## config.mk

```make
export PLATFORM = sky130hd
export DESIGN_NAME = activation_interp
export DESIGN_NICKNAME = d
export VERILOG_FILES = /design/src/rtl/activation_interp.sv
export SDC_FILE = /design/constraint.sdc
export NUM_CORES = 1
export LEC_CHECK = 0
export CORE_UTILIZATION = 62
export DETAILED_ROUTE_END_ITERATION = 8
export PLACE_DENSITY = 0.89
export RECOVER_POWER = 100
export SYNTH_ARGS = -nofsm -noshare
export SYNTH_HDL_FRONTEND = slang
export SYNTH_SLANG_ARGS = --single-unit
```

## constraint.sdc

```tcl
create_clock -name clk -period 17.7 [get_ports clk]
set_clock_uncertainty 0.15 [all_clocks]
set_input_delay 4.425 -clock clk [delete_from_list [all_inputs] [get_ports clk]]
set_output_delay 4.425 -clock clk [all_outputs]
set_load 0.005 [all_outputs]
```

## src/rtl/activation_interp.sv

```systemverilog
// activation_interp
//   Pipelined consumer of the activation-function LUT. A signed fixed-point
//   pre-activation x is split into a LUT address (top ADDR_WIDTH bits) and an
//   interpolation fraction (low FRAC_WIDTH bits). The result is
//   y = sat(base + floor((next - base) * frac / 2**FRAC_WIDTH)).
//   Fixed latency is 3 cycles. A single enable moves all three stages forward
//   together, so a stalled output freezes the whole pipe.
//
// Ports
//   clk, rst         clock, synchronous active-high reset
//   in_valid/ready   input handshake, in_data = signed x
//   lut_address      LUT address, taken from the stage A register
//   lut_base/next    signed LUT entries for lut_address (combinational LUT)
//   out_valid/ready  output handshake, out_data = signed interpolated y
//   busy             at least one stage holds a valid item
module activation_interp #(
  parameter int DATA_WIDTH = 8,
  parameter int ADDR_WIDTH = 4,
  parameter int FRAC_WIDTH = 4
) (
  input  logic                  clk,
  input  logic                  rst,
  input  logic                  in_valid,
  output logic                  in_ready,
  input  logic [DATA_WIDTH-1:0] in_data,
  output logic [ADDR_WIDTH-1:0] lut_address,
  input  logic [DATA_WIDTH-1:0] lut_base,
  input  logic [DATA_WIDTH-1:0] lut_next,
  output logic                  out_valid,
  input  logic                  out_ready,
  output logic [DATA_WIDTH-1:0] out_data,
  output logic                  busy
);

  localparam int DW = DATA_WIDTH + 1;               // delta width
  localparam int PW = DATA_WIDTH + FRAC_WIDTH + 2;  // product width

  logic                  adv;
  logic                  accept;

  logic                  a_valid;
  logic [ADDR_WIDTH-1:0] a_addr;
  logic [FRAC_WIDTH-1:0] a_frac;

  logic                  b_valid;
  logic [DATA_WIDTH-1:0] b_base;
  logic [DATA_WIDTH-1:0] b_next;
  logic [FRAC_WIDTH-1:0] b_frac;

  logic signed [DW-1:0]         delta;
  logic signed [PW-1:0]         delta_x;
  logic signed [PW-1:0]         frac_x;
  logic signed [PW-1:0]         prod;
  logic signed [PW-1:0]         shifted;
  logic signed [PW-1:0]         sum;
  logic [PW-DATA_WIDTH:0]       sum_top;
  logic [DATA_WIDTH-1:0]        y_sat;

  assign adv         = !(out_valid && !out_ready);
  assign in_ready    = adv && !rst;
  assign accept      = in_valid && in_ready;
  assign lut_address = a_addr;
  assign busy        = a_valid | b_valid | out_valid;

  always_comb begin
    delta   = {b_next[DATA_WIDTH-1], b_next} - {b_base[DATA_WIDTH-1], b_base};
    delta_x = {{(PW-DW){delta[DW-1]}}, delta};
    // Fraction is an unsigned magnitude: zero-extend so it multiplies as {0,frac}.
    frac_x  = {{(PW-FRAC_WIDTH){1'b0}}, b_frac};
    prod    = delta_x * frac_x;
    // Arithmetic shift gives floor rounding for negative slopes.
    shifted = prod >>> FRAC_WIDTH;
    sum     = {{(PW-DATA_WIDTH){b_base[DATA_WIDTH-1]}}, b_base} + shifted;
    // In range only when every bit above the result's sign bit matches it.
    sum_top = sum[PW-1:DATA_WIDTH-1];
    if ((&sum_top) || !(|sum_top)) begin
      y_sat = sum[DATA_WIDTH-1:0];
    end else if (sum[PW-1]) begin
      y_sat = {1'b1, {(DATA_WIDTH-1){1'b0}}};
    end else begin
      y_sat = {1'b0, {(DATA_WIDTH-1){1'b1}}};
    end
  end

  always_ff @(posedge clk) begin
    if (rst) begin
      a_valid   <= 1'b0;
      a_addr    <= '0;
      a_frac    <= '0;
      b_valid   <= 1'b0;
      b_base    <= '0;
      b_next    <= '0;
      b_frac    <= '0;
      out_valid <= 1'b0;
      out_data  <= '0;
    end else if (adv) begin
      a_valid <= accept;
      if (accept) begin
        a_addr <= in_data[DATA_WIDTH-1 -: ADDR_WIDTH];
        a_frac <= in_data[FRAC_WIDTH-1:0];
      end
      // LUT outputs belong to a_addr, so they are captured on the same edge
      // that stage A moves into stage B.
      b_valid   <= a_valid;
      b_base    <= lut_base;
      b_next    <= lut_next;
      b_frac    <= a_frac;
      out_valid <= b_valid;
      out_data  <= y_sat;
    end
  end

endmodule

```

Word-level counts from Yosys, hierarchy flattened

Index checks and enable logic that the tools add are counted.
W data, S select, Z words.

Register bits after elaboration: 39
Output and inout bits: 15
Word-level logic and storage cells: 28

Multiplexer cells: 2
Multipliers: 1
$add $sub $neg: 2
Bitwise operators: 3
Reduce and logical (&&, ||, !) cells: 11

Operators with widths:

| operator            | number |
|---|---|
| $mux W8             | 2 |
| $mul A9 B5 Y14      | 1 |
| $add A8 B10 Y11     | 1 |
| $sub A8 B8 Y9       | 1 |
| $reduce_and A7 Y1   | 1 |
| $reduce_or A7 Y1    | 1 |
| $logic_not A1 Y1    | 4 |
| $logic_and A1 B1 Y1 | 3 |
| $or A1 B1 Y1        | 2 |
| $reduce_and A2 Y1   | 1 |
| $logic_or A1 B1 Y1  | 1 |
| $not A1 Y1          | 1 |

Logic depth before layout (Yosys ltp)

Gate-level depths: netlist (run 1).

Depth after elaboration: 7
Gate-level depth with buffers: 31
Depth with buffers taken out: 30

Least setup slack after synthesis (run 1)

OpenSTA, ideal clock, no wires.

Path type: in2out
Start point: input out_ready
End point: output in_ready
Stages on the path: 3
Setup slack: 8.407 ns
Data required time: 13.125 ns
Data arrival time: 4.718 ns
Path through: nor2b_1 buf_6 nor2_1

Longest elaborated chain between the ends: 4

RTL lines:

| item                | line | source |
|---|---|---|
| from (decl)         | 30   | `input logic out_ready,` |
| $logic_not A1 Y1    | 59   | `assign adv = !(out_valid && !out_ready);` |
| $logic_and A1 B1 Y1 | 59   |  |
| $logic_not A1 Y1    | 59   |  |
| $logic_and A1 B1 Y1 | 60   | `assign in_ready = adv && !rst;` |
| to (decl)           | 24   | `output logic in_ready,` |

No other way between the ends.

Worst setup path after layout (run 1)

Same ends and word-level chain as after synthesis.

==> summary.md, run 1 <==
| Metric | Value |
|---|---|
| Layout cell share with drive strength beyond 1 | `3.636%` |
| GPL Wtd Cong | `0.9140` |
| Synthesized-area fraction occupied by adder cells | `25.55%` |
| Congestion Overflow GR | `0` |
| Avg Inst Size Synth | `7.929 um^2` |
| Asr flop ratio synth | `0%` |
| CP Cell Sequence | `dlygate4sd3_1 > nor2b_1 > nor2_1 > dlygate4sd3_1` |
| Wire length per cell | `13.70 um` |
| Number of max-cap violations | `0` |
| Clk sink count | `39` |
| Largest net degree at the start of global routing | `47` |
| Area contributors post-synth | `dfxtp_1 22%, ha_1 15%, fa_1 11%` |
| Max-slew violations | `0` |
| Net Count, Synth | `547` |
| Final Setup Violations | `0` |
| Total vias in the final route | `3162` |
| Pwr dens | `66.40 nW/um^2` |
| Die extent in x | `78.45 um` |
| Crit. End Element | `output port` |
| Setup tns final | `0 ns` |
| Synth warn | `0` |
| CTS tree | `yes` |
| CTS resizes | `0` |
| Worst Slack Setup Final | `7.353 ns` |
| I/O pins | `43` |
| Crit Path Class | `in2out` |
| Max stage delay on crit path | `0.58 ns` |
| Static Leak | `1.990 nW` |
| Crit-path most repeated cell | `dlygate4sd3_1` |
| Power Internal | `0.1771 mW` |
| Largest family of logic cells by synthesized area | `adder cells` |
| Logic pwr share | `40.5%` |
| Synth Area in Simple Gates | `22.86%` |
| Final Hold Fails | `0` |
| Antenna diode count | `0` |
| Core Rows | `27` |
| Flop pwr share | `38.1%` |
| Core Box Area | `5574 um^2` |
| Detailed Place HPWL | `6.119 mm` |
| Worst Hold Class | `reg2reg` |
| Relative slew slack | `26.60%` |
| Yosys cell types | `51` |
| Power Total | `0.2745 mW` |
| Peak supply drop | `0.06825 mV` |
| Starting density of the core | `65.01%` |
| Max frequency | `96.64 MHz` |
| Xor and xnor area share after synthesis | `4.834%` |
| Die Span Y | `78.45 um` |
| RSZ-0062 raised after global routing | `no` |
| Register area share after synthesis | `21.55%` |
| EDFF count, synth | `0` |
| Worst EP required | `13.13 ns` |
| Number of global-route vias before repair | `3150` |
| Mux cell area share after synthesis | `0%` |
| Critical path's slowest cell | `dlygate4sd3_1` |
| Count leader, synth | `nand2_1` |
| Most frequent cells after synthesis | `75 x nand2_1, 59 x inv_1, 42 x ha_1` |
| Switch Pwr | `0.09740 mW` |
| Min Tclk post-route | `10.35 ns` |
| Placement Setup Slack | `7.510 ns` |
| Fin crit share | `58.46%` |
| Total GRT Usage | `27.07%` |
| Die area | `6154 um^2` |
| First-pass GRT wire length | `13.41 mm` |
| Biggest area consumer among synthesized cells | `dfxtp_1` |
| Delay-heaviest family, CP | `buffers and inverters` |
| Arrival time worst endpoint | `5.77 ns` |
| Vias per cell | `5.577` |
| CP Buf/Inv Count | `2` |
| Total wire length | `7.768 mm` |
| DR pass1 iterations | `4` |
| Worst setup SP type | `input pin` |
| Status | `complete, no violations` |
| Antenna violations before repair | `0` |
| TritonCTS buffer count | `5` |
| Final Hold Slack | `0.3096 ns` |
| Sw frac | `35.48%` |
| Cts hold-fix bufs | `0` |
| Clk buf depth | `2` |
| DRT iter0 DRCs | `132` |
| Root buf cell | `clkbuf_8` |
| Skew-Pair Late Insertion Delay | `0.29 ns` |
| CP Max Fanout | `2` |
| Mapped Area | `3623 um^2` |
| DRT antenna net count | `0` |
| Worst Tran Pin Value | `1.101 ns` |
| Remaining DRCs | `0` |
| Final #Nets | `584` |
| Number of post-CTS setup repair buffers | `0` |
| Area share of the largest cell type after synthesis | `21.55%` |
| Input/output buffers | `42` |
| Syn Inst Count | `457` |
| Clk pwr share | `21.4%` |
| Clock-pin slew on the worst setup and hold paths | `0.07 ns` |
| Flop and latch count out of synthesis | `39` |
| Synth-to-layout area growth | `14.09%` |
| H-tree levels | `2` |
| Post-synth top flop | `dfxtp_1` |
| Compound-Gate Fraction of Synth Area | `16.68%` |
==> worst register-to-register path: cells and delay by family, from the launching register on <==
kind	cells	cell delay (ns)
adders and majority gates	7	2.75
AOI/OAI and AO/OA	11	2.26
and+or+nand+nor	7	1.78
xor gates and xnor gates	1	0.17
DFF	1	0.33
buffers and inverters	3	0.17
==> per-layer routing <==
layer,GRT usage [%],vias up,part of all wire (%)
met1,33.50,1483,45
met5,0,-,0
li1,-,1585,-
met3,4.535,18,4.0
met4,10.93,0,2.0
met2,46.58,76,49
==> cell type report <==
cell class                      instances  area, um^2
Clock buffer                            6       72.57
Clock inverter                          2       12.51
Fill cell                             424        1440
Inverter                               59       221.5
Multi-Input combinational cell        344        2517
Sequential cell                        39       780.7
Tap cell                               72       90.09
Timing Repair Buffer                   45       439.2
==> cells in the final DEF (no fill, tap or decap), types with 2 or more instances in the layout <==
cell / Yosys / final
a211oi_1: 3 / 3
a21boi_0: 2 / 3
a21o_1: 3 / 3
a21oi_1: 38 / 39
a31oi_1: 2 / 2
and2_0: 0 / 2
and2_1: 18 / 16
buf_4: 0 / 2
clkbuf_1: 10 / 2
clkbuf_8: 0 / 5
clkdlybuf4s50_1: 0 / 26
dfxtp_1: 39 / 39
dlygate4sd3_1: 0 / 16
fa_1: 20 / 20
ha_1: 42 / 42
inv_1: 59 / 59
nand2_1: 75 / 75
nand2b_1: 10 / 10
nand3_1: 4 / 4
nor2_1: 25 / 25
nor2b_1: 10 / 10
nor3_1: 4 / 4
nor3b_1: 3 / 4
o21a_1: 3 / 3
o21ai_0: 13 / 15
o21ai_1: 8 / 6
o21bai_1: 2 / 2
o32ai_1: 6 / 6
or3_1: 7 / 7
xnor2_1: 11 / 11
xor2_1: 9 / 9
==> power by group through the flow <==
stage	Sequential (mW)	Combinational (mW)	Clock, mW
3_5_place_dp	0.107	0.114	0
4_1_cts	0.105	0.115	0.0594
5_1_grt	0.106	0.124	0.0634
3_3_place_gp	0.106	0.110	0
2_1_floorplan	0.105	0.0788	0
6_report	0.105	0.111	0.0587
==> per-stage QoR <==
| step | area, um^2 | instances | utilization (%) |
|---|---|---|---|
| floorplan | 3623 | 457 | - |
| global placement | 4069 | 559 | 73.00 |
| detailed placement | 4069 | 559 | 73.00 |
| CTS | 4154 | 567 | 74.52 |
| global route | 4134 | 567 | 74.16 |
| finish | 4134 | 567 | 74.16 |
==> cells by family (layout without fill, tap and decap cells) <==
group | count (synthesis) | count (layout)
and+or+nand+nor | 167 | 167
DFF | 39 | 39
AOI/OAI and AO/OA | 95 | 95
buffers and inverters | 74 | 112
xor gates and xnor gates | 20 | 20
adders and majority gates | 62 | 62
==> worst paths after layout <==
check                           startpoint          end  slack [ns]  cells after the start
worst max-delay path             out_ready     in_ready        7.35                      4
worst min-delay path             b_next[5]    b_next[5]        0.31                      2
worst max register to register   b_next[0]  out_data[4]        9.93                     29
worst min register to register   b_next[5]    b_next[5]        0.31                      2
==> sequential cells by signal, summed over array words and instances (netlist names) <==
signal       cells
b_base           8
b_next           8
out_data         8
a_frac           4
b_frac           4
lut_address      4
a_valid          1
b_valid          1
out_valid        1
(Power assumes the default switching activity.)
==> run 2: changes to the inputs <==
--- a/config.mk
+++ b/config.mk
@@ -5,9 +5,9 @@
 export SDC_FILE = /design/constraint.sdc
 export NUM_CORES = 1
 export LEC_CHECK = 0
-export CORE_UTILIZATION = 62
+export CORE_UTILIZATION = 57
 export DETAILED_ROUTE_END_ITERATION = 8
-export PLACE_DENSITY = 0.89
+export PLACE_DENSITY = 0.83
 export RECOVER_POWER = 100
 export SYNTH_ARGS = -nofsm -noshare
 export SYNTH_HDL_FRONTEND = slang
==> constraint.sdc (replaced) <==
create_clock -name clk -period 10 [get_ports clk]
set_clock_uncertainty 0.15 [all_clocks]
set_input_delay 2.5 -clock clk [delete_from_list [all_inputs] [get_ports clk]]
set_output_delay 2.5 -clock clk [all_outputs]
set_load 0.005 [all_outputs]
==> summary.md, run 2 (same netlist as run 1, synthesis figures left out) <==
| Metric | Value |
|---|---|
| Status | `finished, violations left` |
| Failing checks | `capacitance limit, slew limit` |
| Cts hold-fix bufs | `0 (unchanged)` |
| Relative slew slack | `-24.53% (-51 points)` |
| FILL cells | `524 (+24%)` |
| Final Setup Violations | `0 (unchanged)` |
| Non-filler instance count after layout | `569 (+0.35%)` |
| Input/output buffers | `42 (unchanged)` |
| CTS tree | `yes` |
| I/O pins | `43 (unchanged)` |
| DRT iter0 DRCs | `144 (+9.1%)` |
| Largest net degree at the start of global routing | `48 (+2.1%)` |
| Worst setup SP type | `input pin` |
| Total wire length | `7.825 mm (+0.73%)` |
| Wire length per cell | `13.75 um (+0.38%)` |
| Core Rows | `28 (+3.7%)` |
| Root buf cell | `clkbuf_8` |
| Power Total | `0.4930 mW (+80%)` |
| Final Hold Slack | `0.3104 ns (+0.0008160 ns)` |
| Crit-path most repeated cell | `dlygate4sd3_1` |
| R2R setup slack | `2.39 ns (-7.54 ns)` |
| Worst Slack Setup Final | `2.163 ns (-5.190 ns)` |
| Clock-pin slew on the worst setup and hold paths | `0.08 ns (about the same)` |
| Total vias in the final route | `3122 (-1.3%)` |
| H-tree levels | `2 (unchanged)` |
| Flop pwr share | `37.5% (-0.6 points)` |
| Number of global-route vias before repair | `2936 (-6.8%)` |
| Clk buf depth | `2 (unchanged)` |
| Pwr dens | `119.4 nW/um^2 (+80%)` |
| Final Hold Fails | `0 (unchanged)` |
| Power Internal | `0.3133 mW (+77%)` |
| Critical Path Start | `rst` |
| GPL Wtd Cong | `0.8591 (-6.0%)` |
| Core Box Area | `6026 um^2 (+8.1%)` |
| Vias per cell | `5.487 (-1.6%)` |
| Min Tclk post-route | `7.837 ns` |
| Static Leak | `1.983 nW (-0.35%)` |
| Skew-Pair Late Insertion Delay | `0.30 ns (about the same)` |
| Detailed Place HPWL | `6.145 mm (+0.43%)` |
| Sw frac | `36.45% (+0.96 points)` |
| Clk pwr share | `22.1% (+0.7 points)` |
| Die Span Y | `81.73 um (+4.2%)` |
| TritonCTS buffer count | `5 (unchanged)` |
| Peak supply drop | `0.1360 mV (+99%)` |
| Number of post-CTS setup repair buffers | `0 (unchanged)` |
| First-pass GRT wire length | `13.20 mm (-1.5%)` |
| Layout cell share with drive strength beyond 1 | `3.441% (-0.20 points)` |
| CTS resizes | `0 (unchanged)` |
| Crit. End Element | `output port` |
| Total GRT Usage | `25.52% (-1.6 points)` |
| Number of max-cap violations | `1 (+1)` |
| Placement Setup Slack | `3.028 ns (-4.483 ns)` |
| Setup tns final | `0 ns (unchanged)` |
| RSZ-0062 raised after global routing | `no` |
| Starting density of the core | `60.13% (-4.9 points)` |
| Antenna violations before repair | `0 (unchanged)` |
| Most frequent cells in the layout | `75 x nand2_1, 59 x inv_1, 42 x ha_1` |
| CP Max Fanout | `47 (+45)` |
| Hold Startpoint | `a_frac[3]` |
| CP Cell Sequence | `dlygate4sd3_1 > clkbuf_1 > nor2_1 > dlygate4sd3_1` |
| Remaining DRCs | `0 (unchanged)` |
| Commonest non-fill, non-tap cell in the layout | `nand2_1` |
| Max frequency | `127.6 MHz` |
| FF-to-FF Start | `b_next[0]` |
| Fin crit share | `78.37%` |
| DRT antenna net count | `0 (unchanged)` |
| Arrival time worst endpoint | `5.19 ns (-0.58 ns)` |
| Final #Nets | `583 (-0.17%)` |
| Antenna diode count | `0 (unchanged)` |
| Worst EP required | `7.35 ns (-5.78 ns)` |
| DR pass1 iterations | `4 (unchanged)` |
| Congestion Overflow GR | `0 (unchanged)` |
| Synth-to-layout area growth | `13.98% (about the same)` |
| Crit Path Class | `in2out` |
| Switch Pwr | `0.1797 mW (+84%)` |
| Biggest regs | `b_base (8), b_next (8), out_data (8)` |
| DP Area | `4065 um^2 (about the same)` |
| Die area | `6680 um^2 (+8.5%)` |
| Logic pwr share | `40.4% (about the same)` |
| Max-slew violations | `48 (+48)` |
| Fin area | `4130 um^2 (about the same)` |
| Clk sink count | `39 (unchanged)` |
| Worst Tran Pin Value | `1.868 ns (+0.7670 ns)` |
| Worst Hold Class | `reg2reg` |
| Critical path's slowest cell | `clkbuf_1` |
| Max stage delay on crit path | `1.34 ns (+0.76 ns)` |
| Final design utilization | `68.54% (-5.6 points)` |
| Die extent in x | `81.73 um (+4.2%)` |
| DP Cell Count | `561 (+0.36%)` |
-- run 2: worst paths after layout --
| kind | to | depth (start not counted) |
|---|---|---|
| worst max-delay path | in_ready | 4 |
| worst min-delay path | b_frac[3] | 2 |
| worst max register to register | out_data[3] | 29 |
| worst min register to register | b_frac[3] | 2 |
-- run 2: final cells by class --
| class | instances | area (um^2) | share of cell area (%) |
|---|---|---|---|
| Timing Repair Buffer | 44 | 427.9 | 10.36 |
| Inverter | 59 | 221.5 | 5.362 |
| Clock buffer | 5 | 68.82 | 1.666 |
| Multi-Input combinational cell | 344 | 2517 | 60.95 |
| Tap cell | 75 | 93.84 | 2.272 |
| Clock inverter | 3 | 20.02 | 0.4847 |
| Sequential cell | 39 | 780.7 | 18.90 |
-- run 2: power groups by stage --
stage | clock network (mW) | registers, mW | logic (mW)
floorplan | 0 | 0.186 | 0.140
global placement | 0 | 0.188 | 0.196
detailed placement | 0 | 0.188 | 0.203
CTS | 0.110 | 0.185 | 0.206
global route | 0.116 | 0.187 | 0.222
finish | 0.109 | 0.185 | 0.199
-- run 2: critical path, delay by kind of cell --
| kind | cells | cell delay [ns] |
|---|---|---|
| buffers and inverters | 3 | 2.53 |
| and+or+nand+nor | 1 | 0.16 |
-- run 2: layer usage --
| metal | up-vias | track usage [%] | part of all wire [%] |
|---|---|---|---|
| li1 | 1580 | - | - |
| met1 | 1464 | 34.71 | 47 |
| met2 | 69 | 42.31 | 48 |
| met3 | 9 | 3.333 | 3.5 |
| met4 | 0 | 6.842 | 1.1 |
| met5 | - | 0 | 0 |
